File: src/rtl/mysystem_pio_master.sv
// rtl/mysystem_pio_master.sv - Avalon-MM master issuing write/read/poll cycles to single-port PIO slaves
module mysystem_pio_master #(
    parameter int READ_LATENCY = 1,
    parameter int POLL_GAP     = 4,
    parameter int POLL_LIMIT   = 1024
) (
    input  logic        clk,
    input  logic        reset_n,
    input  logic        cmd_valid,
    output logic        cmd_ready,
    input  logic [1:0]  cmd_op,
    input  logic [1:0]  cmd_address,
    input  logic [31:0] cmd_data,
    input  logic [31:0] cmd_mask,
    output logic        rsp_valid,
    input  logic        rsp_ready,
    output logic [31:0] rsp_data,
    output logic        rsp_timeout,
    output logic [1:0]  av_address,
    output logic        av_chipselect,
    output logic        av_write_n,
    output logic [31:0] av_writedata,
    input  logic [31:0] av_readdata
);

    localparam int              AW        = $clog2(POLL_LIMIT + 1);
    localparam logic [AW-1:0]   ATT_LAST  = AW'(POLL_LIMIT);
    localparam logic [1:0]      WAIT_LAST = 2'(READ_LATENCY - 1);
    localparam logic [7:0]      GAP_LAST  = (POLL_GAP > 0) ? 8'(POLL_GAP - 1) : 8'd0;

    localparam logic [1:0] OP_WRITE = 2'b00;
    localparam logic [1:0] OP_READ  = 2'b01;
    localparam logic [1:0] OP_POLL  = 2'b10;

    typedef enum logic [2:0] {
        S_IDLE,
        S_WR,
        S_RD,
        S_RWAIT,
        S_GAP,
        S_RSP
    } state_t;

    state_t        state;
    state_t        next_state;
    logic [1:0]    op_q;
    logic [31:0]   data_q;
    logic [31:0]   mask_q;
    logic [AW-1:0] attempts;
    logic [1:0]    wait_cnt;
    logic [7:0]    gap_cnt;

    logic is_poll;
    logic match;
    logic sample_now;

    assign is_poll    = (op_q == OP_POLL);
    assign match      = ((av_readdata & mask_q) == (data_q & mask_q));
    assign sample_now = (state == S_RWAIT) && (wait_cnt == WAIT_LAST);

    always_ff @(posedge clk or negedge reset_n) begin
        if (!reset_n) begin
            state <= S_IDLE;
        end else begin
            state <= next_state;
        end
    end

    always_comb begin
        next_state    = state;
        cmd_ready     = 1'b0;
        rsp_valid     = 1'b0;
        av_chipselect = 1'b0;
        av_write_n    = 1'b1;
        case (state)
            S_IDLE: begin
                cmd_ready = 1'b1;
                if (cmd_valid) begin
                    case (cmd_op)
                        OP_WRITE: next_state = S_WR;
                        OP_READ:  next_state = S_RD;
                        OP_POLL:  next_state = S_RD;
                        default:  next_state = S_RSP;
                    endcase
                end
            end
            S_WR: begin
                av_chipselect = 1'b1;
                av_write_n    = 1'b0;
                next_state    = S_RSP;
            end
            S_RD: begin
                av_chipselect = 1'b1;
                next_state    = S_RWAIT;
            end
            S_RWAIT: begin
                if (sample_now) begin
                    if (!is_poll || match || attempts == ATT_LAST) begin
                        next_state = S_RSP;
                    end else if (POLL_GAP == 0) begin
                        next_state = S_RD;
                    end else begin
                        next_state = S_GAP;
                    end
                end
            end
            S_GAP: begin
                if (gap_cnt == GAP_LAST) begin
                    next_state = S_RD;
                end
            end
            S_RSP: begin
                rsp_valid = 1'b1;
                if (rsp_ready) begin
                    next_state = S_IDLE;
                end
            end
            default: next_state = S_IDLE;
        endcase
    end

    // Command fields are captured only at acceptance so later input changes cannot leak in.
    always_ff @(posedge clk or negedge reset_n) begin
        if (!reset_n) begin
            op_q         <= 2'b00;
            data_q       <= 32'd0;
            mask_q       <= 32'd0;
            attempts     <= '0;
            wait_cnt     <= 2'd0;
            gap_cnt      <= 8'd0;
            rsp_data     <= 32'd0;
            rsp_timeout  <= 1'b0;
            av_address   <= 2'd0;
            av_writedata <= 32'd0;
        end else begin
            case (state)
                S_IDLE: begin
                    if (cmd_valid) begin
                        op_q        <= cmd_op;
                        data_q      <= cmd_data;
                        mask_q      <= cmd_mask;
                        av_address  <= cmd_address;
                        attempts    <= '0;
                        rsp_data    <= 32'd0;
                        rsp_timeout <= 1'b0;
                        if (cmd_op == OP_WRITE) begin
                            av_writedata <= cmd_data;
                        end
                    end
                end
                S_RD: begin
                    wait_cnt <= 2'd0;
                    if (is_poll) begin
                        attempts <= attempts + AW'(1);
                    end
                end
                S_RWAIT: begin
                    if (sample_now) begin
                        rsp_data <= av_readdata;
                        gap_cnt  <= 8'd0;
                        if (is_poll && !match && attempts == ATT_LAST) begin
                            rsp_timeout <= 1'b1;
                        end
                    end else begin
                        wait_cnt <= wait_cnt + 2'd1;
                    end
                end
                S_GAP: begin
                    gap_cnt <= gap_cnt + 8'd1;
                end
                default: begin
                end
            endcase
        end
    end

endmodule

File: config.mk
export PLATFORM = sky130hd
export DESIGN_NAME = mysystem_pio_master
export DESIGN_NICKNAME = d
export VERILOG_FILES = /design/src/rtl/mysystem_pio_master.sv
export SDC_FILE = /design/constraint.sdc
export NUM_CORES = 1
export LEC_CHECK = 0
export CELL_PAD_IN_SITES_DETAIL_PLACEMENT = 0
export CELL_PAD_IN_SITES_GLOBAL_PLACEMENT = 1
export CORE_MARGIN = 3
export CORE_UTILIZATION = 36
export CTS_CLUSTER_SIZE = 28
export DETAILED_ROUTE_END_ITERATION = 16
export PLACE_DENSITY_LB_ADDON = 0.1
export SLEW_MARGIN = 5
export SYNTH_ARGS = -nofsm -noshare
export SYNTH_HDL_FRONTEND = slang
export SYNTH_SLANG_ARGS = --single-unit
File: constraint.sdc
create_clock -name clk -period 3.3 [get_ports clk]
set_clock_uncertainty 0.1 [all_clocks]
set_input_delay 0.495 -clock clk [delete_from_list [all_inputs] [get_ports clk]]
set_output_delay 0.495 -clock clk [all_outputs]
set_load 0.02 [all_outputs]
* After elaboration in Yosys (flattened, before gate mapping)
Cells that the tools add are included.
** Storage, ports and cells
- Flip-flop bits (word level) :: 157
- Bits of input ports :: 104
- Logic and storage cells :: 83
** Cells by class
- Add/sub/neg operators :: 3
- Equal/unequal tests :: 18
- Mux-type cells :: 25
- Bitwise gates (word level) :: 2
- Reductions and logical operators :: 24
** Operators with widths (number)
- $and 32x32->32 :: 2
- $mux 32 :: 2
- $pmux 32 s2 :: 1
- $eq 32x32->1 :: 1
- $mux 11 :: 2
- $pmux 11 s2 :: 1
- $pmux 3 s6 :: 1
- $pmux 8 s2 :: 1
- $mux 3 :: 4
- $ne 2x2->1 const B :: 6
- $add 11x1->11 const B :: 1
- $eq 11x11->1 const B :: 1
- $reduce_and 3->1 :: 3
- $add 8x1->8 const B :: 1
- $eq 8x2->1 const B :: 1
- $mux 1 :: 8
- $mux 8 :: 1
- $reduce_and 4->1 :: 2
- $reduce_bool 2->1 :: 4
- $eq 3x2->1 const B :: 2
- $eq 3x3->1 const B :: 2
- $pmux 3 s2 :: 1
- $reduce_and 2->1 :: 3
- $eq 2x2->1 const B :: 2
- other kinds (13) :: 19

* Depth between registers and ports, before layout
Gate-level depths: netlist (run 1).
- Depth in word-level cells :: 8
- Depth in mapped cells :: 7
- Depth with buffers taken out :: 7

* Worst setup path after synthesis (run 1)
No wires, ideal clock.
- Path kind :: flip-flop to flip-flop
- Start point :: reg state[0]
- End point :: reg av_writedata[10]
- Setup time :: 128 ps
- Arrival :: 1710 ps
- Required time :: 3072 ps
- Slack :: 1363 ps
- Cell stages (with the launch flop) :: 7
- Period minus slack after synthesis :: 1937 ps
- Path through :: dfrtp_1 > nor3_2 > and2_1 > buf_2 > nand2_2 > buf_2 > mux2_1
** On the way
- Cells in the longest elaborated chain, start to end :: 2
** Ends and longest elaborated chain
- start, declared :: line 44 : state_t state;
- start signal, assigned :: line 65 : state <= next_state;
- $logic_not 3->1 :: line 136 : case (state)
- $reduce_and 3->1 (no line)
- end signal, assigned :: line 147 : av_writedata <= cmd_data;
- end, declared :: line 22 : output logic [31:0] av_writedata,
No other way between the ends.
A chain may end at the register's enable or synchronous reset.

* Worst setup path in the final report (run 1)
- Start point :: reg state[0]
- End point :: out av_write_n
** On the way
- Cells in the longest elaborated chain, start to end :: 2
** Ends and longest elaborated chain
- $eq 3x1->1 :: line 75 : case (state)
- $mux 1 :: line 75
- end, declared :: line 21 : output logic av_write_n,
No other way between the ends.

==> results of run 1 <==
## report_power, final
part           internal [mW]  total [mW]  switching [mW]
clock                   1.21        2.00           0.789
sequential              2.71        3.25           0.541
combinational           1.48        3.31            1.82
total                   5.41        8.56            3.15
## placed cells by master, fill, tap and decap left out, drive strengths merged, types with 5 or more instances in the layout
master         Yosys  layout
nor2              19      19
o21ai             43      43
clkbuf            16      19
nand3             11      11
mux2              34      34
ha                 6       6
a22oi             16      16
nor3               5       5
buf               17       9
nand4              8       8
inv                8      10
a21oi             10      10
dfrtp            157     157
nand2            279     279
xor2              39      39
clkdlybuf4s50      0     173
## worst max-delay path, cell delays in order (launching register included)
cell,delay [ps]
dfrtp_1,640
inv_1,140
or3_1,370
clkdlybuf4s50_1,540
## area by class of cell
type | count | area [um2]
clock inverter | 13 | 165
clock buffer | 19 | 443
tap | 234 | 293
sequential | 157 | 3930
timing repair buffer | 182 | 1840
multi-input combinational | 510 | 2810
inverter | 8 | 30.0
fill | 1717 | 9260
## how the worst max path moves through the flow
| stage | from | to | slack [ps] | cells past startpoint |
|---|---|---|---|---|
| 2_1_floorplan | state[0]$_DFFE_PN0P_ | av_writedata[10]$_DFFE_PN0P_ | 1360 | 6 |
| 6_report | state[0]$_DFFE_PN0P_ | av_write_n | 590 | 3 |
| 4_1_cts | state[0]$_DFFE_PN0P_ | av_write_n | 550 | 3 |
| 5_1_grt | state[0]$_DFFE_PN0P_ | av_write_n | 480 | 3 |
| 3_3_place_gp | av_readdata[23] | rsp_timeout$_DFFE_PN0P_ | 740 | 6 |
| 3_5_place_dp | av_readdata[30] | rsp_timeout$_DFFE_PN0P_ | 750 | 6 |
## through the flow
step | utilization (%) | total power, mW | cell area (um2) | worst slack, ps | std cells
5_1_grt | 50.7 | 9.20 | 9510 | 484 | 1123
3_5_place_dp | 47.4 | 6.65 | 8900 | 747 | 1091
4_1_cts | 50.7 | 8.70 | 9510 | 546 | 1123
6_report | 50.7 | 8.56 | 9510 | 594 | 1123
2_1_floorplan | - | 5.11 | 6910 | 1360 | 708
3_3_place_gp | 47.4 | 6.57 | 8900 | 740 | 1091
## flip-flops by register name, summed over array words and instances, names as in the netlist, 3 cells and up
| signal | flops |
|---|---|
| av_writedata | 32 |
| data_q | 32 |
| mask_q | 32 |
| rsp_data | 32 |
| attempts | 11 |
| gap_cnt | 8 |
| state | 3 |
## routing by layer
metal / part of all wire (%) / vias to the layer above / wire [um]
li1: - / 2653 / -
met1: 47 / 2602 / 8800
met2: 46 / 147 / 8630
met3: 6.4 / 18 / 1210
met4: 1.1 / 2 / 217
met5: 0.069 / - / 13
## logic make-up after synthesis
group                      after synthesis
xor gates and xnor gates                42
AOI/OAI and AO/OA                       82
DFF                                    157
muxes                                   34
and+or+nand+nor                        346
buffers and inverters                   41
adders and majority gates                6
==> impl_metrics.ini, run 1 <==
[sta]
setup_viol = 0
drv_slew = 0
max_freq_ghz = 0.370
final.period_utilization_pct = 82.0
hold_viol_final = 10
min_period_ps = 2710
setup_tns_ps = 0
worst_pin_slew_ps = 802
holdWs_ps = -3.16
max_slew_margin_pct = 46.5
grt_setup_unrepaired = false

[grt]
grt_use_met3_pct = 5.42
use_met1_pct = 25.8
grt_pass1_vias = 5427
top_usage_layer = met2
track_usage_pct = 18.3
use_met2_pct = 27.6
grt.overflow.total = 0
grt_max_degree = 78
grt_pass1_wl_mm = 29.5
antenna_found_initial = 1

[hold_path]
hp-class = in -> async

[logic_synthesis]
synth_area_um2 = 6910
synth-simple-area-share_pct = 21.0
yosysMostFrequentCell = nand2_1
synth.top_cells.by_count = nand2_1 (278), dfrtp_1 (157), o21ai_0 (43), xor2_1 (39), mux2_1 (30)
yosys.area.top_type = dfrtp_1
synthTopCellsByArea = dfrtp_1 (57%), nand2_1 (15%), xor2_1 (4.9%), mux2_1 (4.9%), o21ai_0 (3.1%)
async_reset_ff_share_pct = 100
synth_fa_ha_area_share_pct = 1.09
ys_warn_count = 0
seq_area_frac_synth_pct = 56.8
ys_ff_latch = 157
synth_ff_type = dfrtp_1
netlist.area_leader.share_pct = 56.8
synth_cell_type_count = 49
synth_xor_area_share_pct = 5.32
synth_edf_count = 0
synth.area.mux_share_pct = 5.54
syn_inst = 708
synth-compound-area-share_pct = 7.53
synth_area_per_cell_um2 = 9.76
synth_top_family_by_area = simple AND/OR/NAND/NOR gates
synth_fp_nets = 818

[floorplan]
start_util_pct = 36.8
die-area_um2 = 20900
row_count = 50
die_h_um = 145
coreArea_um2 = 18800
die_w_um = 145
io-pin-count = 175

[drt]
post_drt_via_cell_ratio = 4.83
drcViolationCount = 0
wirelength_mm = 18.9
drtAntennaViolNets = 0
num_vias = 5422
wire_per_inst_um = 16.8
dr.pass1.iters = 5
drtIter0Drc = 284

[setup_path]
cp_data_required_time_ps = 2700
cp_data_arrival_time_ps = 2110
path_max_fanout = 16
r2r_setup_slack_ps = 910
end_kind = output port
startpoint_type = flop
rr_worst_depth = 5
regToRegStartpoint = state[0]$_DFFE_PN0P_
critical_path_class = reg -> out
r2r-end = rsp_timeout$_DFFE_PN0P_

[placement]
globalplace.congestion = 0.779
place.detailed.hpwl_mm = 13.5
port-buffer-count = 174

[final_layout]
drive_gt1_share_pct = 6.30
diodes = 0
area_growth_pct = 37.6
nets = 986

[outcome]
failed_checks = negative hold slack
outcome = finished, violations left

[clocking]
clkTransAtPathRegs_ps = 60
cts_post_setup_buffers_inserted = 0
cts-htree-levels = 4
clk_latency_ps = 420
cts-root-buf = clkbuf_16
cts_buffer_depth = 2
cts_buffers = 17
cts_hold_buf = 0
cts_sinks = 157
cts_tree = done
cts_resized = 0

[power]
p_leak_nw = 4.41
ir_drop_v = 0.000420
power.density_nw_per_um2 = 900

[run]
cap_violations = 0
No activity file was read; power rests on OpenSTA's default activity.
==> run 2: changes to the inputs <==
- clock period: 3.3 -> 2.7 ns (I/O delays scaled with it)
==> run 2 against run 1 <==
  * The flow now finishes without violations
  * Wire length rose by 1.2%
  * Global-route usage rose by 0.59 points
  * Register-to-register slack got worse by 410 ps
  * Worst setup slack got worse by 420 ps
  * Combinational power rose by 23%
  * Critical path depth fell by 1
  * Via count rose by 0.77%
  * Core utilization rose by 0.51 points
  * Sequential cell count did not move
  * Critical path type unchanged
  * Critical endpoint is now cmd_ready
  * Largest cell class unchanged
  * Highest routed layer unchanged
==> impl_metrics.ini, run 2 (synthesized netlist as in run 1, its figures left out) <==
[floorplan]
die-area_um2 = 20900
coreArea_um2 = 18800
die_h_um = 145
row_count = 50
die_w_um = 145
io-pin-count = 175
start_util_pct = 36.8

[grt]
track_usage_pct = 18.9
grt_max_degree = 60
antenna_found_initial = 2
grt.overflow.total = 0
grt_pass1_vias = 5577
grt_pass1_wl_mm = 30.3

[sta]
max_freq_ghz = 0.395
setup_tns_ps = 0
worst_pin_slew_ps = 657
hold_viol_final = 0
drv_slew = 0
holdWs_ps = 375
min_period_ps = 2530
fin_ws_ps = 170
setup_viol = 0
grt_setup_unrepaired = false
final.period_utilization_pct = 93.7
max_slew_margin_pct = 55.9

[setup_path]
cp_slowest_cell = clkdlybuf4s50_1
cp_data_required_time_ps = 2190
cp_cell_sequence = nor3_2 -> clkdlybuf4s50_1
path_buf_inv = 1
rr_worst_depth = 7
startpoint_type = flop
worst-path-stages = 2
path_max_fanout = 16
cp_slowest_stage_delay_ps = 690
cp_data_arrival_time_ps = 2030
end_kind = output port
cpLargestDelayFamily = buffers and inverters
critical_path_class = reg -> out

[final_layout]
fill_cells = 1747
finalInstanceArea_um2 = 9610
diodes = 0
final_cells = 1131
area_growth_pct = 39.0
nets = 995
final_util_pct = 51.2
final_common_cell = nand2_1
final_cell_mix = nand2_1 (277), clkdlybuf4s50_1 (173), dfrtp_1 (156)
drive_gt1_share_pct = 7.25

[power]
fin_total_pwr_mw = 10.7
p_comb_share_pct = 38.1
p_sw_mw = 3.89
p_sw_share_pct = 36.3
ir_drop_v = 0.000515
seqPwrFrac_pct = 37.3
p_leak_nw = 4.46
p_int_mw = 6.81
power.density_nw_per_um2 = 1110
clockPowerShare_pct = 24.6

[drt]
drtAntennaViolNets = 0
drtIter0Drc = 236
wire_per_inst_um = 16.9
drcViolationCount = 0
post_drt_via_cell_ratio = 4.83
wirelength_mm = 19.1
num_vias = 5464
dr.pass1.iters = 4

[placement]
globalplace.congestion = 0.811
place.detailed.hpwl_mm = 14.1
dpl-instance-area_um2 = 8950
dp_cells = 1099
place_ws_ps = 245
port-buffer-count = 174

[clocking]
cts_sinks = 157
cts-htree-levels = 4
cts-root-buf = clkbuf_16
clkTransAtPathRegs_ps = 60
cts_buffer_depth = 2
cts_tree = done
cts_buffers = 17
clk_latency_ps = 420

[hold_path]
hp-class = reg -> reg
min_path_cells = 2

[run]
cap_violations = 0

[outcome]
outcome = completed
run 2: area by class of cell:
| type | instances | area (um2) | share of cell area [%] |
|---|---|---|---|
| repair buffers | 191 | 1900 | 19.8 |
| clock inverters | 14 | 220 | 2.29 |
| well taps | 234 | 293 | 3.05 |
| multi-input cells | 510 | 2810 | 29.3 |
| flip-flops and latches | 157 | 3930 | 40.9 |
| clock buffers | 17 | 425 | 4.43 |
| inverters | 8 | 30.0 | 0.313 |
run 2: path summary, 6_finish.rpt:
check | slack, ps | from | end
worst max-delay path | 170 | state[1]$_DFFE_PN0P_ | cmd_ready
worst min-delay path | 370 | mask_q[0]$_DFFE_PN0P_ | mask_q[0]$_DFFE_PN0P_
worst max register to register | 500 | wait_cnt[0]$_DFFE_PN0P_ | state[0]$_DFFE_PN0P_
worst min register to register | 370 | mask_q[0]$_DFFE_PN0P_ | mask_q[0]$_DFFE_PN0P_
max in group asynchronous | 1310 | reset_n | rsp_data[17]$_DFFE_PN0P_
min in group asynchronous | 440 | reset_n | av_writedata[20]$_DFFE_PN0P_
run 2: timing repair:
item | 4_1_cts | 5_1_grt
hold buffers | 1 | 0
endpoints found under the hold margin | 55 | 0
setup buffers | 0 | 0
endpoints found under the setup margin | 0 | 1
gates resized for setup | 0 | 1
run 2: tightest hold or removal path, stage by stage, from the launching register on:
cell	delay, ps
dfrtp_1	340
nand2_1	50
nand2_1	50
run 2: power by group through the flow:
stage	Combinational, mW	Clock [mW]	Sequential, mW
2_1_floorplan	1.83	0	4.41
3_3_place_gp	4.10	0	3.99
3_5_place_dp	4.15	0	4.03
4_1_cts	4.17	2.69	4.00
5_1_grt	4.53	2.80	4.14
6_report	4.08	2.63	3.99
run 2: metal layers:
metal	vias up	global-route usage [%]	part of all wire (%)
met5	-	0	0.14
met4	4	5.30	1.1
met3	15	5.49	6.5
met2	146	28.1	44
met1	2615	27.0	48
li1	2684	-	-
==> run 3: changes to the inputs <==
- CTS_CLUSTER_SIZE: 28 -> 25
==> results of run 3 <==
No change in the layout: final DEF, timing and power equal those of run 2.
